$ cat src/rtl/decode_stage.sv
// RV32I decode pipeline stage: decodes on entry, holds results in a main register
// backed by a one-entry skid register so in_ready can be registered without losing throughput.
module decode_stage #(
    parameter int unsigned XLEN       = 32,
    parameter int unsigned ZERO_RD_WE = 1
) (
    input  logic            i_clk,
    input  logic            i_rst,
    input  logic            i_flush,
    input  logic            i_in_valid,
    output logic            o_in_ready,
    input  logic [31:0]     i_in_inst,
    input  logic [XLEN-1:0] i_in_pc,
    output logic            o_out_valid,
    input  logic            i_out_ready,
    output logic [4:0]      o_rs1,
    output logic [4:0]      o_rs2,
    output logic [4:0]      o_rd,
    output logic [XLEN-1:0] o_imm,
    output logic [3:0]      o_alu_ctrl,
    output logic            o_rd_we,
    output logic            o_illegal,
    output logic [XLEN-1:0] o_pc
);

    localparam logic [6:0] OPC_LUI    = 7'b0110111;
    localparam logic [6:0] OPC_AUIPC  = 7'b0010111;
    localparam logic [6:0] OPC_JAL    = 7'b1101111;
    localparam logic [6:0] OPC_JALR   = 7'b1100111;
    localparam logic [6:0] OPC_BRANCH = 7'b1100011;
    localparam logic [6:0] OPC_LOAD   = 7'b0000011;
    localparam logic [6:0] OPC_STORE  = 7'b0100011;
    localparam logic [6:0] OPC_OP_IMM = 7'b0010011;
    localparam logic [6:0] OPC_OP     = 7'b0110011;

    localparam logic [3:0] ALU_ADD = 4'b0000;
    localparam logic [3:0] ALU_SUB = 4'b1000;

    localparam logic [6:0] F7_BASE = 7'b0000000;
    localparam logic [6:0] F7_ALT  = 7'b0100000;

    // Payload layout: {rs1, rs2, rd, alu_ctrl, rd_we, illegal, imm, pc}
    localparam int unsigned PW = 2 * XLEN + 21;

    logic [6:0]      w_opcode;
    logic [2:0]      w_funct3;
    logic [6:0]      w_funct7;
    logic [4:0]      w_rs1;
    logic [4:0]      w_rs2;
    logic [4:0]      w_rd;
    logic [31:0]     w_imm32;
    logic [XLEN-1:0] w_imm;
    logic [3:0]      w_alu_raw;
    logic [3:0]      w_alu;
    logic            w_we_raw;
    logic            w_illegal;
    logic            w_rd_we;
    logic [PW-1:0]   w_in_data;

    assign w_opcode = i_in_inst[6:0];
    assign w_funct3 = i_in_inst[14:12];
    assign w_funct7 = i_in_inst[31:25];
    assign w_rs1    = i_in_inst[19:15];
    assign w_rs2    = i_in_inst[24:20];
    assign w_rd     = i_in_inst[11:7];

    always_comb begin
        w_imm32   = '0;
        w_alu_raw = ALU_ADD;
        w_we_raw  = 1'b0;
        w_illegal = 1'b0;
        case (w_opcode)
            OPC_LUI, OPC_AUIPC: begin
                w_imm32  = {i_in_inst[31:12], 12'b0};
                w_we_raw = 1'b1;
            end
            OPC_JAL: begin
                w_imm32  = {{11{i_in_inst[31]}}, i_in_inst[31], i_in_inst[19:12],
                            i_in_inst[20], i_in_inst[30:21], 1'b0};
                w_we_raw = 1'b1;
            end
            OPC_JALR: begin
                w_imm32   = {{20{i_in_inst[31]}}, i_in_inst[31:20]};
                w_we_raw  = 1'b1;
                w_illegal = (w_funct3 != 3'b000);
            end
            OPC_BRANCH: begin
                w_imm32   = {{19{i_in_inst[31]}}, i_in_inst[31], i_in_inst[7],
                             i_in_inst[30:25], i_in_inst[11:8], 1'b0};
                w_alu_raw = ALU_SUB;
            end
            OPC_LOAD: begin
                w_imm32  = {{20{i_in_inst[31]}}, i_in_inst[31:20]};
                w_we_raw = 1'b1;
            end
            OPC_STORE: begin
                w_imm32 = {{20{i_in_inst[31]}}, i_in_inst[31:25], i_in_inst[11:7]};
            end
            OPC_OP_IMM: begin
                w_imm32   = {{20{i_in_inst[31]}}, i_in_inst[31:20]};
                w_we_raw  = 1'b1;
                w_alu_raw = {1'b0, w_funct3};
                if (w_funct3 == 3'b001) begin
                    w_illegal = (w_funct7 != F7_BASE);
                end else if (w_funct3 == 3'b101) begin
                    // Only shifts borrow inst[30] as the arithmetic/logical select
                    w_alu_raw = {i_in_inst[30], 3'b101};
                    w_illegal = (w_funct7 != F7_BASE) && (w_funct7 != F7_ALT);
                end
            end
            OPC_OP: begin
                w_we_raw  = 1'b1;
                w_alu_raw = {i_in_inst[30], w_funct3};
                if (w_funct7 == F7_ALT) begin
                    w_illegal = (w_funct3 != 3'b000) && (w_funct3 != 3'b101);
                end else if (w_funct7 != F7_BASE) begin
                    w_illegal = 1'b1;
                end
            end
            default: begin
                w_illegal = 1'b1;
            end
        endcase
    end

    always_comb begin
        w_imm       = {XLEN{w_imm32[31]}};
        w_imm[31:0] = w_imm32;
    end

    assign w_alu   = w_illegal ? ALU_ADD : w_alu_raw;
    assign w_rd_we = w_we_raw && !w_illegal && !((ZERO_RD_WE != 0) && (w_rd == 5'd0));

    assign w_in_data = {w_rs1, w_rs2, w_rd, w_alu, w_rd_we, w_illegal, w_imm, i_in_pc};

    logic          r_main_valid;
    logic          r_skid_valid;
    logic          r_in_ready;
    logic [PW-1:0] r_main_data;
    logic [PW-1:0] r_skid_data;

    logic w_in_xfer;
    logic w_out_xfer;

    assign w_in_xfer  = i_in_valid && r_in_ready;
    assign w_out_xfer = r_main_valid && i_out_ready;

    always_ff @(posedge i_clk) begin
        if (i_rst) begin
            r_main_valid <= 1'b0;
            r_skid_valid <= 1'b0;
            r_in_ready   <= 1'b1;
            r_main_data  <= '0;
            r_skid_data  <= '0;
        end else if (i_flush) begin
            r_main_valid <= 1'b0;
            r_skid_valid <= 1'b0;
            r_in_ready   <= 1'b1;
        end else if (!r_main_valid || w_out_xfer) begin
            // in_ready is low whenever skid holds data, so at most one source applies
            if (r_skid_valid) begin
                r_main_data  <= r_skid_data;
                r_main_valid <= 1'b1;
                r_skid_valid <= 1'b0;
                r_in_ready   <= 1'b1;
            end else if (w_in_xfer) begin
                r_main_data  <= w_in_data;
                r_main_valid <= 1'b1;
            end else begin
                r_main_valid <= 1'b0;
            end
        end else if (w_in_xfer) begin
            r_skid_data  <= w_in_data;
            r_skid_valid <= 1'b1;
            r_in_ready   <= 1'b0;
        end
    end

    assign o_in_ready  = r_in_ready;
    assign o_out_valid = r_main_valid;
    assign {o_rs1, o_rs2, o_rd, o_alu_ctrl, o_rd_we, o_illegal, o_imm, o_pc} = r_main_data;

endmodule

$ cat config.mk
export PLATFORM = sky130hd
export DESIGN_NAME = decode_stage
export DESIGN_NICKNAME = d
export VERILOG_FILES = /design/src/rtl/decode_stage.sv
export SDC_FILE = /design/constraint.sdc
export NUM_CORES = 1
export LEC_CHECK = 0
export CORE_UTILIZATION = 40
export DETAILED_ROUTE_END_ITERATION = 8
export GPL_ROUTABILITY_DRIVEN = 0
export PLACE_DENSITY = 0.65
export SLEW_MARGIN = 20
export SYNTH_ARGS = -nofsm -noshare
export SYNTH_HDL_FRONTEND = slang
export SYNTH_SLANG_ARGS = --single-unit
$ cat constraint.sdc
create_clock -name i_clk -period 2.1 [get_ports i_clk]
set_input_delay 0.525 -clock i_clk [delete_from_list [all_inputs] [get_ports i_clk]]
set_output_delay 0.525 -clock i_clk [all_outputs]
set_load 0.01 [all_outputs]
==> results of run 1 <==
[per-layer routing]
metal / global-route usage (%) / vias to the layer above / routed length, µm
met5: 0 / - / 0
met4: 6.11 / 0 / 187
met3: 6.74 / 10 / 1450
met2: 34.6 / 170 / 9480
met1: 31.7 / 3215 / 9730
li1: - / 3439 / -
[through the flow]
stage               hold slack, ns  total power, µW
global placement             0.439             4450
CTS                          0.452             7810
global route                 0.473             8050
detailed placement           0.441             4450
floorplan                    0.436             3910
finish                       0.454             7740
[how the worst max path moves through the flow]
stage	startpoint	to	cells past startpoint
global route	i_in_inst[2]	r_main_data[47]$_SDFFE_PP0P_	7
detailed placement	i_in_inst[31]	r_main_data[66]$_SDFFE_PP0P_	6
global placement	i_in_inst[31]	r_main_data[66]$_SDFFE_PP0P_	6
floorplan	i_in_inst[6]	r_main_data[55]$_SDFFE_PP0P_	6
CTS	i_in_inst[2]	r_skid_data[50]$_SDFFE_PP0P_	6
finish	i_in_inst[2]	r_main_data[47]$_SDFFE_PP0P_	7
[report_power, final]
group / total (µW) / switching (µW) / internal (µW) / leakage (µW)
clock network: 3360 / 1450 / 1910 / 0.000308
logic: 933 / 447 / 486 / 0.00174
registers: 3450 / 59.1 / 3390 / 0.00141
[cell usage in the layout (no fill, tap or decap), types with 6 or more instances in the layout]
master / instances
and2_1: 7
buf_4: 80
buf_12: 9
nand2_1: 148
dfxtp_1: 172
a31oi_1: 6
clkdlybuf4s50_1: 154
nand2b_1: 9
a21oi_1: 73
a211oi_1: 76
mux2i_1: 47
a221oi_2: 11
nor2_1: 98
a221oi_1: 13
nor3_1: 11
clkbuf_16: 18
nand3_1: 10
nand3b_1: 7
o21ai_0: 43
[area by class of cell]
cell class              instances  area [µm²]
fillers                      1666        7630
multi-input cells             611        3550
flip-flops and latches        173        3470
repair buffers                243        2320
clock buffers                  19         464
well taps                     229         287
clock inverters                13         170
inverters                       2        7.51
[worst register-to-register path, cell delays in order (launching register included)]
cell and delay, ns:
dfxtp_1 0.41, a21oi_1 0.11, or3_1 0.42, nor2_1 0.17, a21boi_2 0.32, buf_12 0.18, a221oi_2 0.06
[state kept, by name, summed over array words and instances (netlist names)]
register      count
o_in_ready        1
o_out_valid       1
r_skid_valid      1
r_main_data      85
r_skid_data      85
[kinds of logic (layout without fill, tap and decap cells)]
logic type | Yosys count | in the layout | share of synthesized area (%)
buffers and inverters | 75 | 277 | 4.30
xor gates and xnor gates | 1 | 1 | 0.120
DFF | 173 | 173 | 47.4
AOI/OAI and AO/OA | 248 | 248 | 23.1
and+or+nand+nor | 315 | 315 | 18.7
muxes | 47 | 47 | 6.44
[timing repair]
action	CTS	global route
pin swaps	0	1
resized for setup	1	3
endpoints found under the setup margin	1	4
==> flow_metrics.py, run 1 <==
metrics = {
    "power_and_ir_drop": {
        "p_leak_uw": 0.00346,
        "ir_drop_mv": 0.574,
        "power_density_mw_per_mm2": 754,
    },
    "detailed_routing": {
        "drt_iter0_markers": 359,
        "drtAntennaViolNets": 0,
        "via_per_inst": 5.30,
        "wl_per_cell_um": 16.2,
        "num_vias": 6834,
        "finalWirelength_mm": 20.8,
        "drc": 0,
        "dr.pass1.iters": 4,
    },
    "synthesis": {
        "synth_edf_count": 0,
        "yosysWarnings": 0,
        "yosys-top-cells-count": "173 x dfxtp_1, 148 x nand2_1, 98 x nor2_1",
        "synth_most_common_cell": "dfxtp_1",
        "synth_top_area_cell": "dfxtp_1",
        "syn-num-nets": 928,
        "synth_area_mm2": 0.00731,
        "synth.area.top_cells": "dfxtp_1 47%, a211oi_1 7.8%, nand2_1 7.6%",
        "netlist.area_leader.share_pct": 47.4,
        "synthCells": 859,
        "synth_seq_area_share_pct": 47.4,
        "ys_ff_latch": 173,
        "async_flop_share_pct": 0,
        "avgSynthCellArea_um2": 8.50,
        "ys.flop_type": "dfxtp_1",
        "ys_types": 56,
    },
    "worst_setup_path": {
        "cp-end-kind": "register",
        "crit_buf_inv": 2,
        "worstReg2RegEnd": "r_main_data[57]$_SDFFE_PP0P_",
        "crit_chain": "clkdlybuf4s50_1 -> or4_4 -> o32ai_2 -> a21o_2 -> buf_12 -> a21oi_1 -> o21ai_0",
        "path_max_fanout": 5,
        "r2r-start": "o_in_ready$_SDFFE_PP1P_",
        "cp_top_family": "compound AO/OA/AOI/OAI gates",
        "critPathRequiredTime_ns": 2.45,
        "timing.critical_path.slowest_stage_cell": "or4_4",
        "r2r_setup_slack_ns": 0.31,
        "critPathLaunchType": "input pin",
        "critPathKind": "input pin to register",
        "slowest_delay_ns": 0.56,
        "arrival_ns": 2.39,
        "ff2ff_path_depth": 6,
    },
    "timing": {
        "skew_ns": 0.00664,
        "tightest_slew_ns": 0.658,
        "period_share_pct": 97.0,
        "setup_viol": 0,
        "final-max-slew-violation-count": 0,
        "min_period_ns": 2.04,
        "max_freq_ghz": 0.491,
        "setup_tns_ns": 0,
        "max_slew_margin_pct": 56.2,
        "rsz0062_at_grt": "no",
        "setup_ws_ns": 0.0622,
        "hold_violations": 0,
    },
    "placement": {
        "hpwl_mm": 14.5,
        "dp.cells": 1258,
        "place_area_mm2": 0.00962,
        "place_ws_ns": -0.492,
        "io_buffers": 155,
    },
    "global_route": {
        "grt_antenna_before_repair": 0,
        "grt_usage_pct": 23.0,
        "grt_max_degree": 53,
        "grt_pass1_vias": 6264,
        "grt_pass1_wl_mm": 33.2,
        "grt-ovfl-total": 0,
    },
    "clocking": {
        "clockBufferDepth": 2,
        "cts-root-buf": "clkbuf_16",
        "clkSlewWorstSetupHoldPaths_ns": 0.07,
        "clk-insertion-delay-late_ns": 0.43,
        "cts_setup_buffers": 0,
        "cts_buffers": 17,
        "cts_tree": "built",
        "numClockSinks": 173,
        "holdBufCountCts": 0,
        "htreeDepth": 4,
    },
    "floorplan": {
        "start_util_pct": 40.8,
        "core_mm2": 0.0179,
        "io_pins": 156,
        "fp.dieW_um": 137,
        "dieArea_mm2": 0.0188,
        "die_h_um": 137,
        "num_rows": 49,
    },
    "layout": {
        "finalNonFillerCells": 1290,
        "design_area_mm2": 0.0103,
        "fin_util_pct": 57.4,
        "drive_above_1_share_pct": 13.9,
        "fin_nets": 1117,
        "area_delta_synth_final_pct": 40.6,
        "antennaDiodeCount": 0,
    },
    "min_path": {
        "min_from": "r_skid_data[24]$_SDFFE_PP0P_",
        "min_path_type": "register to register",
        "hold_depth": 2,
        "min_to": "r_skid_data[24]$_SDFFE_PP0P_",
    },
    "run": {
        "max-cap-violations": 0,
    },
    "status": {
        "status": "finished clean",
    },
}
Note: power is estimated with default switching activity, not from simulation.
==> run 2, diff against run 1 <==
- HOLD_SLACK_MARGIN: not set -> 0.1
==> results of run 2 <==
Final layout, timing and power as in run 1 (identical DEF).
==> run 3, diff against run 2 <==
- SETUP_SLACK_MARGIN: not set -> 0.4
==> run 3 against run 2 <==
Sequential cell count stayed put. Core utilization is 2.9 points higher. Largest cell class unchanged. Global-route usage is 1.1 points higher. Die area stayed put. Sequential power hardly changed. Worst setup slack better by 0.35 ns. Largest power group unchanged. Critical endpoint is now r_skid_data[53]$_SDFFE_PP0P_. Clock-buffer cell count stayed put. Combinational power is 9% higher.
==> flow_metrics.py, run 3 (synthesized netlist as in run 1, its figures left out) <==
metrics = {
    "status": {
        "status": "finished clean",
    },
    "floorplan": {
        "die_h_um": 137,
        "io_pins": 156,
        "dieArea_mm2": 0.0188,
        "start_util_pct": 40.8,
        "num_rows": 49,
        "core_mm2": 0.0179,
        "fp.dieW_um": 137,
    },
    "min_path": {
        "min_from": "r_main_data[48]$_SDFFE_PP0P_",
        "min_path_type": "register to register",
    },
    "timing": {
        "tightest_slew_ns": 0.506,
        "final-max-slew-violation-count": 0,
        "max_freq_ghz": 0.593,
        "rsz0062_at_grt": "yes",
        "setup_viol": 0,
        "min_period_ns": 1.69,
        "skew_ns": 0.00906,
        "period_share_pct": 80.3,
        "hold_violations": 0,
        "max_slew_margin_pct": 66.3,
        "hold-worst-slack_ns": 0.448,
        "setup_ws_ns": 0.413,
    },
    "global_route": {
        "grt_usage_pct": 24.0,
        "grt-ovfl-total": 0,
        "grt_pass1_vias": 6497,
        "grt_max_degree": 63,
        "grt_antenna_before_repair": 0,
        "grt_pass1_wl_mm": 34.7,
    },
    "power_and_ir_drop": {
        "total_power_uw": 7640,
        "ir_drop_mv": 0.499,
        "sw_frac_of_total_pct": 25.7,
        "sequentialPowerShare_pct": 45.1,
        "power.switching_uw": 1960,
        "intPower_uw": 5670,
        "p_comb_share_pct": 13.3,
        "power_density_mw_per_mm2": 708,
        "p_leak_uw": 0.00402,
        "clkPwrFrac_pct": 41.6,
    },
    "placement": {
        "place_area_mm2": 0.00964,
        "io_buffers": 155,
        "place_ws_ns": -0.456,
        "hpwl_mm": 14.2,
    },
    "detailed_routing": {
        "finalWirelength_mm": 22.6,
        "via_per_inst": 5.43,
        "drtAntennaViolNets": 0,
        "drt_iter0_markers": 478,
        "wl_per_cell_um": 17.4,
        "num_vias": 7083,
        "drc": 0,
        "dr.pass1.iters": 5,
    },
    "worst_setup_path": {
        "path_max_fanout": 6,
        "critPathLaunchType": "input pin",
        "r2r-start": "o_out_valid$_SDFFE_PP0P_",
        "worstSetupStartpoint": "i_in_inst[3]",
        "critPathRequiredTime_ns": 2.44,
        "cp-end-kind": "register",
        "arrival_ns": 2.02,
        "critPathKind": "input pin to register",
    },
    "layout": {
        "layout_commonest_cell": "dfxtp_1",
        "fin_util_pct": 60.3,
        "drive_above_1_share_pct": 18.4,
        "fill_cells": 1585,
        "layout_common_cells": "170 x dfxtp_1, 148 x nand2_1, 96 x dlygate4sd2_1, 94 x nor2_1, 69 x a21oi_1",
        "antennaDiodeCount": 0,
        "reg_top3": "r_main_data x85, r_skid_data x85",
        "fin_nets": 1132,
        "area_delta_synth_final_pct": 47.7,
        "design_area_mm2": 0.0108,
    },
    "clocking": {
        "cts_tree": "built",
        "cts_buffers": 17,
        "clkSlewWorstSetupHoldPaths_ns": 0.07,
        "htreeDepth": 4,
        "clockBufferDepth": 2,
        "cts-root-buf": "clkbuf_16",
        "numClockSinks": 173,
        "clk-insertion-delay-late_ns": 0.43,
    },
    "run": {
        "max-cap-violations": 0,
    },
}
run 3: final cells by class:
cell class              count  area, µm²  share of cell area [%]
inverters                   2       7.51                  0.0696
multi-input cells         611       3770                    35.0
well taps                 229        287                    2.66
flip-flops and latches    173       3470                    32.2
repair buffers            258       2660                    24.6
clock buffers              19        433                    4.01
clock inverters            13        161                    1.50
run 3: per-layer routing:
layer	track usage (%)	vias up	wire [µm]
li1	-	3473	-
met1	32.3	3406	10600
met2	37.9	178	10500
met3	5.07	26	1180
met4	8.36	0	310
met5	0	-	0
run 3: timing repair:
item | CTS | global route
endpoints found under the setup margin | 241 | 161
gates cloned | 9 | 2
buffers inserted | 6 | 6
pin swaps | 22 | 17
gates resized for setup | 164 | 46
hold buffers | 0 | 0
run 3: stage by stage:
step,instances,TNS [ns]
6_report,1305,0
5_1_grt,1305,0
4_1_cts,1297,0
3_5_place_dp,1250,-36.06
3_3_place_gp,1250,-34.77
2_1_floorplan,859,0
run 3: worst max-delay path: stages:
cell	delay (ns)
buf_8	0.10
or4_4	0.59
a21oi_4	0.31
a21oi_2	0.10
buf_4	0.17
a211oi_1	0.23
run 3: power by group through the flow:
stage               clock, µW  combinational, µW  sequential, µW
floorplan                   0                353            3560
global placement            0                935            3520
detailed placement          0                941            3520
CTS                      3230                970            3440
global route             3370               1090            3450
finish                   3180               1020            3440
run 3: worst paths after layout:
kind         cells past startpoint                      endpoint  slack [ns]
min reg2reg                      2  r_main_data[48]$_SDFFE_PP0P_        0.45
max                              6  r_skid_data[53]$_SDFFE_PP0P_        0.41
min                              2  r_main_data[48]$_SDFFE_PP0P_        0.45
max reg2reg                      9   r_main_data[5]$_SDFFE_PP0P_        0.46
